<file path="src/rtl/dbus_wb_if_pkg.sv">
// Shared constants and types for the MEM-stage to Wishbone data-bus bridge.
package dbus_wb_if_pkg;

  typedef enum logic [1:0] {
    DbusIdle = 2'd0,
    DbusBusy = 2'd1,
    DbusDone = 2'd2
  } dbus_state_e;

  localparam logic [31:0] ZeroWord    = 32'h0000_0000;
  localparam logic        ChipEnable  = 1'b1;
  localparam logic        WriteEnable = 1'b1;
  localparam logic        RstEnable   = 1'b1;

  // Wishbone addresses words; the byte offset travels in the select lanes.
  function automatic logic [31:0] word_align(input logic [31:0] addr);
    return {addr[31:2], 2'b00};
  endfunction

endpackage

</file>
<file path="src/rtl/dbus_wb_if_if.sv">
// Wishbone classic single-transfer signal bundle between the data-bus bridge and memory.
interface dbus_wb_if_if;

  logic [31:0] wb_adr_o;
  logic [31:0] wb_dat_o;
  logic [31:0] wb_dat_i;
  logic        wb_we_o;
  logic [3:0]  wb_sel_o;
  logic        wb_stb_o;
  logic        wb_cyc_o;
  logic        wb_ack_i;

  modport master (
    output wb_adr_o, wb_dat_o, wb_we_o, wb_sel_o, wb_stb_o, wb_cyc_o,
    input  wb_dat_i, wb_ack_i
  );

  modport slave (
    input  wb_adr_o, wb_dat_o, wb_we_o, wb_sel_o, wb_stb_o, wb_cyc_o,
    output wb_dat_i, wb_ack_i
  );

endinterface

</file>
<file path="src/rtl/dbus_wb_if.sv">
// Converts a MEM-stage memory request into one Wishbone classic cycle, stalling the
// pipeline until ack, with flush abort and an ack timeout that reports a bus error.
module dbus_wb_if
  import dbus_wb_if_pkg::*;
#(
  parameter int ACK_TIMEOUT = 255
) (
  input  logic         clk,
  input  logic         rst,
  input  logic         stall_i,
  input  logic         flush_i,
  input  logic         cpu_ce_i,
  input  logic         cpu_we_i,
  input  logic [31:0]  cpu_addr_i,
  input  logic [3:0]   cpu_sel_i,
  input  logic [31:0]  cpu_data_i,
  output logic [31:0]  cpu_data_o,
  output logic         stallreq_o,
  output logic         bus_err_o,
  dbus_wb_if_if.master wb
);

  localparam int                CNT_W    = $clog2(ACK_TIMEOUT);
  localparam logic [CNT_W-1:0] CNT_LAST = CNT_W'(ACK_TIMEOUT - 1);
  localparam logic [CNT_W-1:0] CNT_ONE  = CNT_W'(1);
  localparam logic [CNT_W-1:0] CNT_ZERO = CNT_W'(0);

  dbus_state_e      state_r, next_state_s;
  logic [CNT_W-1:0] cnt_r;
  logic [31:0]      adr_r, dat_r, rd_buf_r;
  logic             we_r, cyc_r, stb_r, bus_err_r;
  logic [3:0]       sel_r;
  logic             start_s, ack_s, abort_s, timeout_s, stallreq_s;

  // Next-state decode; ack has priority over flush, which has priority over timeout.
  always_comb begin
    next_state_s = state_r;
    start_s      = 1'b0;
    ack_s        = 1'b0;
    abort_s      = 1'b0;
    timeout_s    = 1'b0;
    case (state_r)
      DbusIdle: begin
        if ((cpu_ce_i == ChipEnable) && !flush_i) begin
          start_s      = 1'b1;
          next_state_s = DbusBusy;
        end else begin
          next_state_s = DbusIdle;
        end
      end
      DbusBusy: begin
        if (wb.wb_ack_i) begin
          ack_s        = 1'b1;
          next_state_s = DbusDone;
        end else if (flush_i) begin
          abort_s      = 1'b1;
          next_state_s = DbusIdle;
        end else if (cnt_r == CNT_LAST) begin
          timeout_s    = 1'b1;
          next_state_s = DbusDone;
        end else begin
          next_state_s = DbusBusy;
        end
      end
      DbusDone: begin
        if (!stall_i || flush_i) begin
          next_state_s = DbusIdle;
        end else begin
          next_state_s = DbusDone;
        end
      end
      default: next_state_s = DbusIdle;
    endcase
  end

  // Stall request: a flushed instruction never holds the pipeline.
  always_comb begin
    stallreq_s = 1'b0;
    if (flush_i) begin
      stallreq_s = 1'b0;
    end else begin
      case (state_r)
        DbusIdle: stallreq_s = cpu_ce_i;
        DbusBusy: stallreq_s = 1'b1;
        DbusDone: stallreq_s = 1'b0;
        default:  stallreq_s = 1'b0;
      endcase
    end
  end

  // State register, bus request registers, timeout counter and load buffer.
  always_ff @(posedge clk) begin
    if (rst == RstEnable) begin
      state_r   <= DbusIdle;
      cnt_r     <= CNT_ZERO;
      adr_r     <= ZeroWord;
      dat_r     <= ZeroWord;
      we_r      <= 1'b0;
      sel_r     <= 4'b0000;
      cyc_r     <= 1'b0;
      stb_r     <= 1'b0;
      rd_buf_r  <= ZeroWord;
      bus_err_r <= 1'b0;
    end else begin
      state_r   <= next_state_s;
      bus_err_r <= timeout_s;
      if (start_s) begin
        adr_r <= word_align(cpu_addr_i);
        dat_r <= cpu_data_i;
        we_r  <= cpu_we_i;
        sel_r <= cpu_sel_i;
        cyc_r <= 1'b1;
        stb_r <= 1'b1;
        cnt_r <= CNT_ZERO;
      end else if (ack_s || abort_s || timeout_s) begin
        // Bus outputs read as zero whenever no transfer is in flight.
        adr_r <= ZeroWord;
        dat_r <= ZeroWord;
        we_r  <= 1'b0;
        sel_r <= 4'b0000;
        cyc_r <= 1'b0;
        stb_r <= 1'b0;
      end else if ((state_r == DbusBusy) && (cnt_r != CNT_LAST)) begin
        cnt_r <= cnt_r + CNT_ONE;
      end else begin
        cnt_r <= cnt_r;
      end
      if (ack_s) begin
        rd_buf_r <= (we_r == WriteEnable) ? ZeroWord : wb.wb_dat_i;
      end else if (timeout_s) begin
        rd_buf_r <= ZeroWord;
      end else begin
        rd_buf_r <= rd_buf_r;
      end
    end
  end

  assign wb.wb_adr_o = adr_r;
  assign wb.wb_dat_o = dat_r;
  assign wb.wb_we_o  = we_r;
  assign wb.wb_sel_o = sel_r;
  assign wb.wb_stb_o = stb_r;
  assign wb.wb_cyc_o = cyc_r;
  assign cpu_data_o  = rd_buf_r;
  assign bus_err_o   = bus_err_r;
  assign stallreq_o  = stallreq_s;

endmodule

</file>
<file path="src/flat_wrapper.sv">
// flat-port wrapper written by rule: the top's interface ports become plain ports
module dbus_wb_if_flat import dbus_wb_if_pkg::*;
#(
  parameter int ACK_TIMEOUT = 255
)
  (clk, rst, stall_i, flush_i, cpu_ce_i, cpu_we_i, cpu_addr_i, cpu_sel_i, cpu_data_i, cpu_data_o, stallreq_o, bus_err_o, wb_wb_adr_o, wb_wb_dat_o, wb_wb_we_o, wb_wb_sel_o, wb_wb_stb_o, wb_wb_cyc_o, wb_wb_dat_i, wb_wb_ack_i);
  dbus_wb_if_if wb_i ();
  input  logic clk;
  input  logic rst;
  input  logic stall_i;
  input  logic flush_i;
  input  logic cpu_ce_i;
  input  logic cpu_we_i;
  input  logic [31:0] cpu_addr_i;
  input  logic [3:0] cpu_sel_i;
  input  logic [31:0] cpu_data_i;
  output logic [31:0] cpu_data_o;
  output logic stallreq_o;
  output logic bus_err_o;
  output wire logic [$bits(wb_i.wb_adr_o)-1:0] wb_wb_adr_o;
  output wire logic [$bits(wb_i.wb_dat_o)-1:0] wb_wb_dat_o;
  output wire logic [$bits(wb_i.wb_we_o)-1:0] wb_wb_we_o;
  output wire logic [$bits(wb_i.wb_sel_o)-1:0] wb_wb_sel_o;
  output wire logic [$bits(wb_i.wb_stb_o)-1:0] wb_wb_stb_o;
  output wire logic [$bits(wb_i.wb_cyc_o)-1:0] wb_wb_cyc_o;
  input wire logic [$bits(wb_i.wb_dat_i)-1:0] wb_wb_dat_i;
  input wire logic [$bits(wb_i.wb_ack_i)-1:0] wb_wb_ack_i;
  assign wb_wb_adr_o = wb_i.wb_adr_o;
  assign wb_wb_dat_o = wb_i.wb_dat_o;
  assign wb_wb_we_o = wb_i.wb_we_o;
  assign wb_wb_sel_o = wb_i.wb_sel_o;
  assign wb_wb_stb_o = wb_i.wb_stb_o;
  assign wb_wb_cyc_o = wb_i.wb_cyc_o;
  assign wb_i.wb_dat_i = wb_wb_dat_i;
  assign wb_i.wb_ack_i = wb_wb_ack_i;
  dbus_wb_if #(.ACK_TIMEOUT(ACK_TIMEOUT)) u_core (.clk(clk), .rst(rst), .stall_i(stall_i), .flush_i(flush_i), .cpu_ce_i(cpu_ce_i), .cpu_we_i(cpu_we_i), .cpu_addr_i(cpu_addr_i), .cpu_sel_i(cpu_sel_i), .cpu_data_i(cpu_data_i), .cpu_data_o(cpu_data_o), .stallreq_o(stallreq_o), .bus_err_o(bus_err_o), .wb(wb_i));
endmodule
</file>
<file path="config.mk">
export PLATFORM = sky130hd
export DESIGN_NAME = dbus_wb_if_flat
export DESIGN_NICKNAME = d
export VERILOG_FILES = /design/src/rtl/dbus_wb_if_pkg.sv /design/src/rtl/dbus_wb_if_if.sv /design/src/rtl/dbus_wb_if.sv /design/src/flat_wrapper.sv
export SDC_FILE = /design/constraint.sdc
export NUM_CORES = 1
export LEC_CHECK = 0
export CAP_MARGIN = 20
export CORE_ASPECT_RATIO = 1.1
export CORE_MARGIN = 8
export CORE_UTILIZATION = 43
export DETAILED_ROUTE_END_ITERATION = 7
export PLACE_DENSITY = 0.82
export SYNTH_ARGS = -nofsm -noshare
export SYNTH_HDL_FRONTEND = slang
export SYNTH_SLANG_ARGS = --single-unit
</file>
<file path="constraint.sdc">
create_clock -name clk -period 3.4 [get_ports clk]
set_input_delay 0.68 -clock clk [delete_from_list [all_inputs] [get_ports clk]]
set_output_delay 0.68 -clock clk [all_outputs]
set_load 0.1 [all_outputs]
</file>
---- Word level (Yosys, flattened, before mapping) ----
Cells that the tools add are included.
word-level totals
  register bits ........................... 111
  latch bits .............................. 0
  bits in writable memories ............... 0
  bits in read-only memories .............. 0
  bits of input ports ..................... 107
  word-level logic and storage cells ...... 58
  memories ................................ 0
operators by class
  add/sub/neg operators ................... 1
  multipliers ............................. 0
  div/mod/pow operators ................... 0
  $lt $le $gt $ge ......................... 0
  eq/ne operators ......................... 4
  shift operators ......................... 0
  multiplexer cells ....................... 31
  bitwise logic cells ..................... 1
  reduce and logical (&&, ||, !) cells .... 12
operators with widths
  cell                 count
  $mux 32              7
  $mux 1               16
  $add 8x1->8 const B  1
  $eq 8x8->1 const B   1
  $mux 2               4
  $mux 4               2
  $ne 8x8->1 const B   1
  $pmux 2 s3           1
  $reduce_bool 2->1    2
  $logic_or 1x1->1     3
  $eq 2x1->1 const B   1
  $eq 2x2->1 const B   1
  $logic_and 1x1->1    2
  $logic_not 1->1      2
  $logic_not 2->1      1
  $pmux 1 s2           1
  $reduce_and 2->1     1
  $reduce_or 2->1      1
  $not 1->1            1

---- Longest topological paths before layout ----
  depth in word-level cells ............... 8
  depth in mapped cells ................... 8

---- Least setup slack after synthesis ----
Ideal clock, no wire load.
  path kind ............................... input-to-output
  start ................................... in flush_i
  end ..................................... out stallreq_o
  arrival ................................. 2873 ps
  required time ........................... 2720 ps
  setup slack ............................. -153 ps
  stages .................................. 2
  buffers on the path ..................... 1
  cell sequence ........................... buf_6 > nor3_1
between the ends
  longest elaborated chain between the ends .. 1
RTL lines
  element      RTL line            RTL
  from (decl)  flat_wrapper.sv:11  input logic flush_i;
  $mux 1       dbus_wb_if.sv:79    if (flush_i) begin
  to (decl)    flat_wrapper.sv:18  output logic stallreq_o;
No other way between the ends.

---- Worst setup path after layout ----
  start ................................... reg u_core.adr_r[6], in the netlist u_core.wb.wb_adr_o[6]
  end ..................................... out wb_wb_adr_o[6]
RTL lines
  element                 RTL line            RTL
  from (decl)             dbus_wb_if.sv:30    logic [31:0] adr_r, dat_r, rd_buf_r;
  from (signal assigned)  dbus_wb_if.sv:96    adr_r <= ZeroWord;
  from (signal assigned)  dbus_wb_if.sv:108   adr_r <= word_align(cpu_addr_i);
  from (signal assigned)  dbus_wb_if.sv:117   adr_r <= ZeroWord;
  to (decl)               flat_wrapper.sv:20  output wire logic [$bits(wb_i.wb_adr_o)-1:0] wb_wb_adr_o;
No word-level cell between the ends.

==> results.yml <==
hold_path:
  hold_path_depth: 2
  hp-class: "reg2reg"
  holdCritStartpoint: "u_core.wb.wb_adr_o[3]"
  min_to: "u_core.wb.wb_adr_o[3]"
layout:
  final_area_um2: 6311
  layout.cells.non_filler: 816
  num_antenna_cells: 0
  drive_gt1_share_pct: 12.59
  area_growth_syn_to_layout_pct: 52.80
  final_core_util_pct: 67.49
  nNetsFinal: 804
clock_tree:
  hold_buffers: 0
  clk_path_buf_depth: 2
  clk_latency_ns: 0.37
  cts_buffers: 9
  cts_setup_buffers: 0
  path_clk_slew_ns: 0.09
  cts-root-buf: "clkbuf_8"
  cts_tree: "yes"
  clkSinkCount: 111
  htree_levels: 3
  cts-resized-gates: 0
place:
  routabilityCongestion: 0.7842
  dp_hpwl_mm: 9.896
  numPortBuffers: 207
  dp_cells: 801
  dpl-instance-area_um2: 6113
synth:
  synth_top_area_share_pct: 53.80
  syn_area_per_cell_um2: 8.146
  synth.ff_latch_count: 111
  ys_top_cells_by_area: "dfxtp_1 (54%), nand2_1 (15%), a21oi_1 (13%), o21ai_0 (4.5%), clkbuf_1 (1.7%)"
  ys_types: 36
  synth_area_leader_cell: "dfxtp_1"
  yosys_warnings: 0
  ys_seq_area_share_pct: 53.80
  syn_area_um2: 4130
  synth_cells: 507
setup_path:
  cp_max_fo: 2
  cp.buffers_inverters: 1
  r2r_cells: 7
  reg2reg_from: "u_core.cnt_r[0]"
  rr_endpoint: "u_core.wb.wb_adr_o[11]"
  cp.arrival_ns: 1.89
  critPathCaptureType: "primary output"
  r2r_slack_ns: 1.29
  crit_path_start_kind: "flop"
  path_cells: "clkdlybuf4s50_1"
  cp_slowest_stage_delay_ns: 1.16
  crit_slowest_cell: "clkdlybuf4s50_1"
  critPathTopFamily: "buffers and inverters"
  worstPathRequired_ns: 2.72
  critPathKind: "reg2out"
sta:
  worst_slew_pin_slew_ns: 1.015
  hold_viol: 0
  relSlewSlack_pct: 32.15
  max_clock_freq_mhz: 388.9
  finalSetupTns_ns: 0
  post-route-period-util_pct: 75.63
  skew_ns: 0.004943
  final-max-slew-violation-count: 0
  setup_viol: 0
  period_needed_ns: 2.571
  rsz0062_at_grt: "false"
  whs_ns: 0.4571
routing:
  vias: 4189
  antenna_left: 0
  drt-pass1-iter-count: 4
  drc: 0
  vias_per_cell: 5.134
  route.detailed.wl_per_inst_um: 16.34
  drt_iter0_drc: 182
  finalWirelength_mm: 13.34
global_route:
  grt_pass1_wl_mm: 20.63
  grt_pass1_vias: 4196
  track_usage_pct: 19.95
  grt_max_degree: 52
  antenna_found_initial: 0
  grt.overflow.total: 0
floorplanning:
  die-area_um2: 13000
  core-area_um2: 9351
  placementRows: 37
  die_h_um: 118.8
  floorplan.initialDensity_pct: 44.17
  die_w_um: 109.4
  ios: 212
power:
  leakage_nw: 2.365
  p_per_area_nw_per_um2: 459.1
  ir_drop_v: 0.0003193
status:
  status: "finished, final reports clean"
flow_run:
  cap_violations: 0
-- cell type report --
class | count | area [um^2]
fillers | 771 | 3040
flip-flops and latches | 111 | 2222
repair buffers | 216 | 2027
multi-input cells | 354 | 1707
clock buffers | 12 | 155.1
well taps | 117 | 146.4
clock inverters | 3 | 42.54
inverters | 3 | 11.26
-- worst reg2reg max path, delay by kind of cell (launching register included) --
family / cells / cell delay, ns
compound gates: 3 / 0.85
flops: 1 / 0.33
simple gates: 1 / 0.25
buf+inv: 2 / 0.39
fa+ha+maj: 1 / 0.19
-- registers in the layout, indices dropped and copies added, names as in the netlist --
register and flops:
u_core.cnt_r 8, u_core.bus_err_o 1, u_core.wb.wb_dat_o 32, u_core.wb.wb_sel_o 4, u_core.wb.wb_we_o 1, u_core.cpu_data_o 32, u_core.state_r 2, u_core.wb.wb_stb_o 1
u_core.wb.wb_adr_o 30
-- cell families (layout without fill, tap and decap cells) --
| logic type | after synthesis | count (layout) | share of synthesized area (%) |
|---|---|---|---|
| fa+ha+maj | 2 | 2 | 0.6058 |
| flops | 111 | 111 | 53.80 |
| simple gates | 197 | 197 | 20.60 |
| compound gates | 148 | 148 | 18.51 |
| buf+inv | 43 | 234 | 5.301 |
| mux | 1 | 1 | 0.2424 |
| other cells | 1 | 2 | 0.09079 |
| xor+xnor | 4 | 4 | 0.8484 |
-- Yosys cell counts (all sizes together) --
library cell and number:
a21o 1, a21oi 105, a41oi 1, and2 2, and3 1, and4 1, and4bb 1, buf 21
clkbuf 19, conb 1, dfxtp 111, ha 2, inv 3, mux2i 1, nand2 168, nand2b 2
nand3 1, nand4 1, nor2 9, nor2b 1, nor3 1, nor3b 1, nor4b 3, o2111ai 2
o211ai 2, o21ai 37, or3 3, or4 1, or4b 1, xnor2 1, xor2 3
-- worst max path at each step --
| stage | cells after the start | to | slack [ns] | startpoint |
|---|---|---|---|---|
| after floorplan | 2 | stallreq_o | 0.70 | flush_i |
| after global placement | 5 | u_core.cnt_r[0] | 0.63 | flush_i |
| after detailed placement | 5 | u_core.cnt_r[5] | 0.60 | flush_i |
| after CTS | 1 | wb_wb_adr_o[6] | 0.81 | u_core.wb.wb_adr_o[6] |
| after global routing | 1 | wb_wb_adr_o[6] | 0.78 | u_core.wb.wb_adr_o[6] |
| final | 1 | wb_wb_adr_o[6] | 0.83 | u_core.wb.wb_adr_o[6] |
-- cells in the final DEF (no fill, tap or decap), types with 2 or more instances in the layout --
cell / synthesis / final
nand2_1: 168 / 168
clkdlybuf4s50_1: 0 / 152
dfxtp_1: 111 / 111
a21oi_1: 105 / 105
buf_4: 3 / 62
o21ai_0: 37 / 37
clkbuf_8: 0 / 11
nor2_1: 9 / 9
inv_1: 3 / 3
or3_1: 3 / 3
xor2_1: 3 / 3
nor4b_4: 2 / 2
nand2b_1: 2 / 2
and2_1: 2 / 2
o2111ai_1: 2 / 2
ha_1: 2 / 2
conb_1: 1 / 2
buf_12: 0 / 2
-- metrics by stage --
stage	worst slack [ns]	total power (W)
2_1_floorplan	0.6951	0.001884
3_3_place_gp	0.6327	0.002114
3_5_place_dp	0.5963	0.002126
4_1_cts	0.8058	0.002920
5_1_grt	0.7828	0.003002
6_report	0.8286	0.002897
-- layer usage --
metal | share of wire [%] | GRT usage, % | up-vias
met2 | 50 | 33.74 | 176
met1 | 36 | 19.78 | 1929
met3 | 10 | 8.967 | 39
met4 | 3.9 | 10.82 | 0
li1 | - | - | 2045
met5 | 0 | 0 | -
-- report_power, final --
group | switching, W | internal [W]
sequential | 0.0000257 | 0.00135
combinational | 0.000504 | 0.000218
clock | 0.000426 | 0.000377
Power figures use the tool's default switching activity.
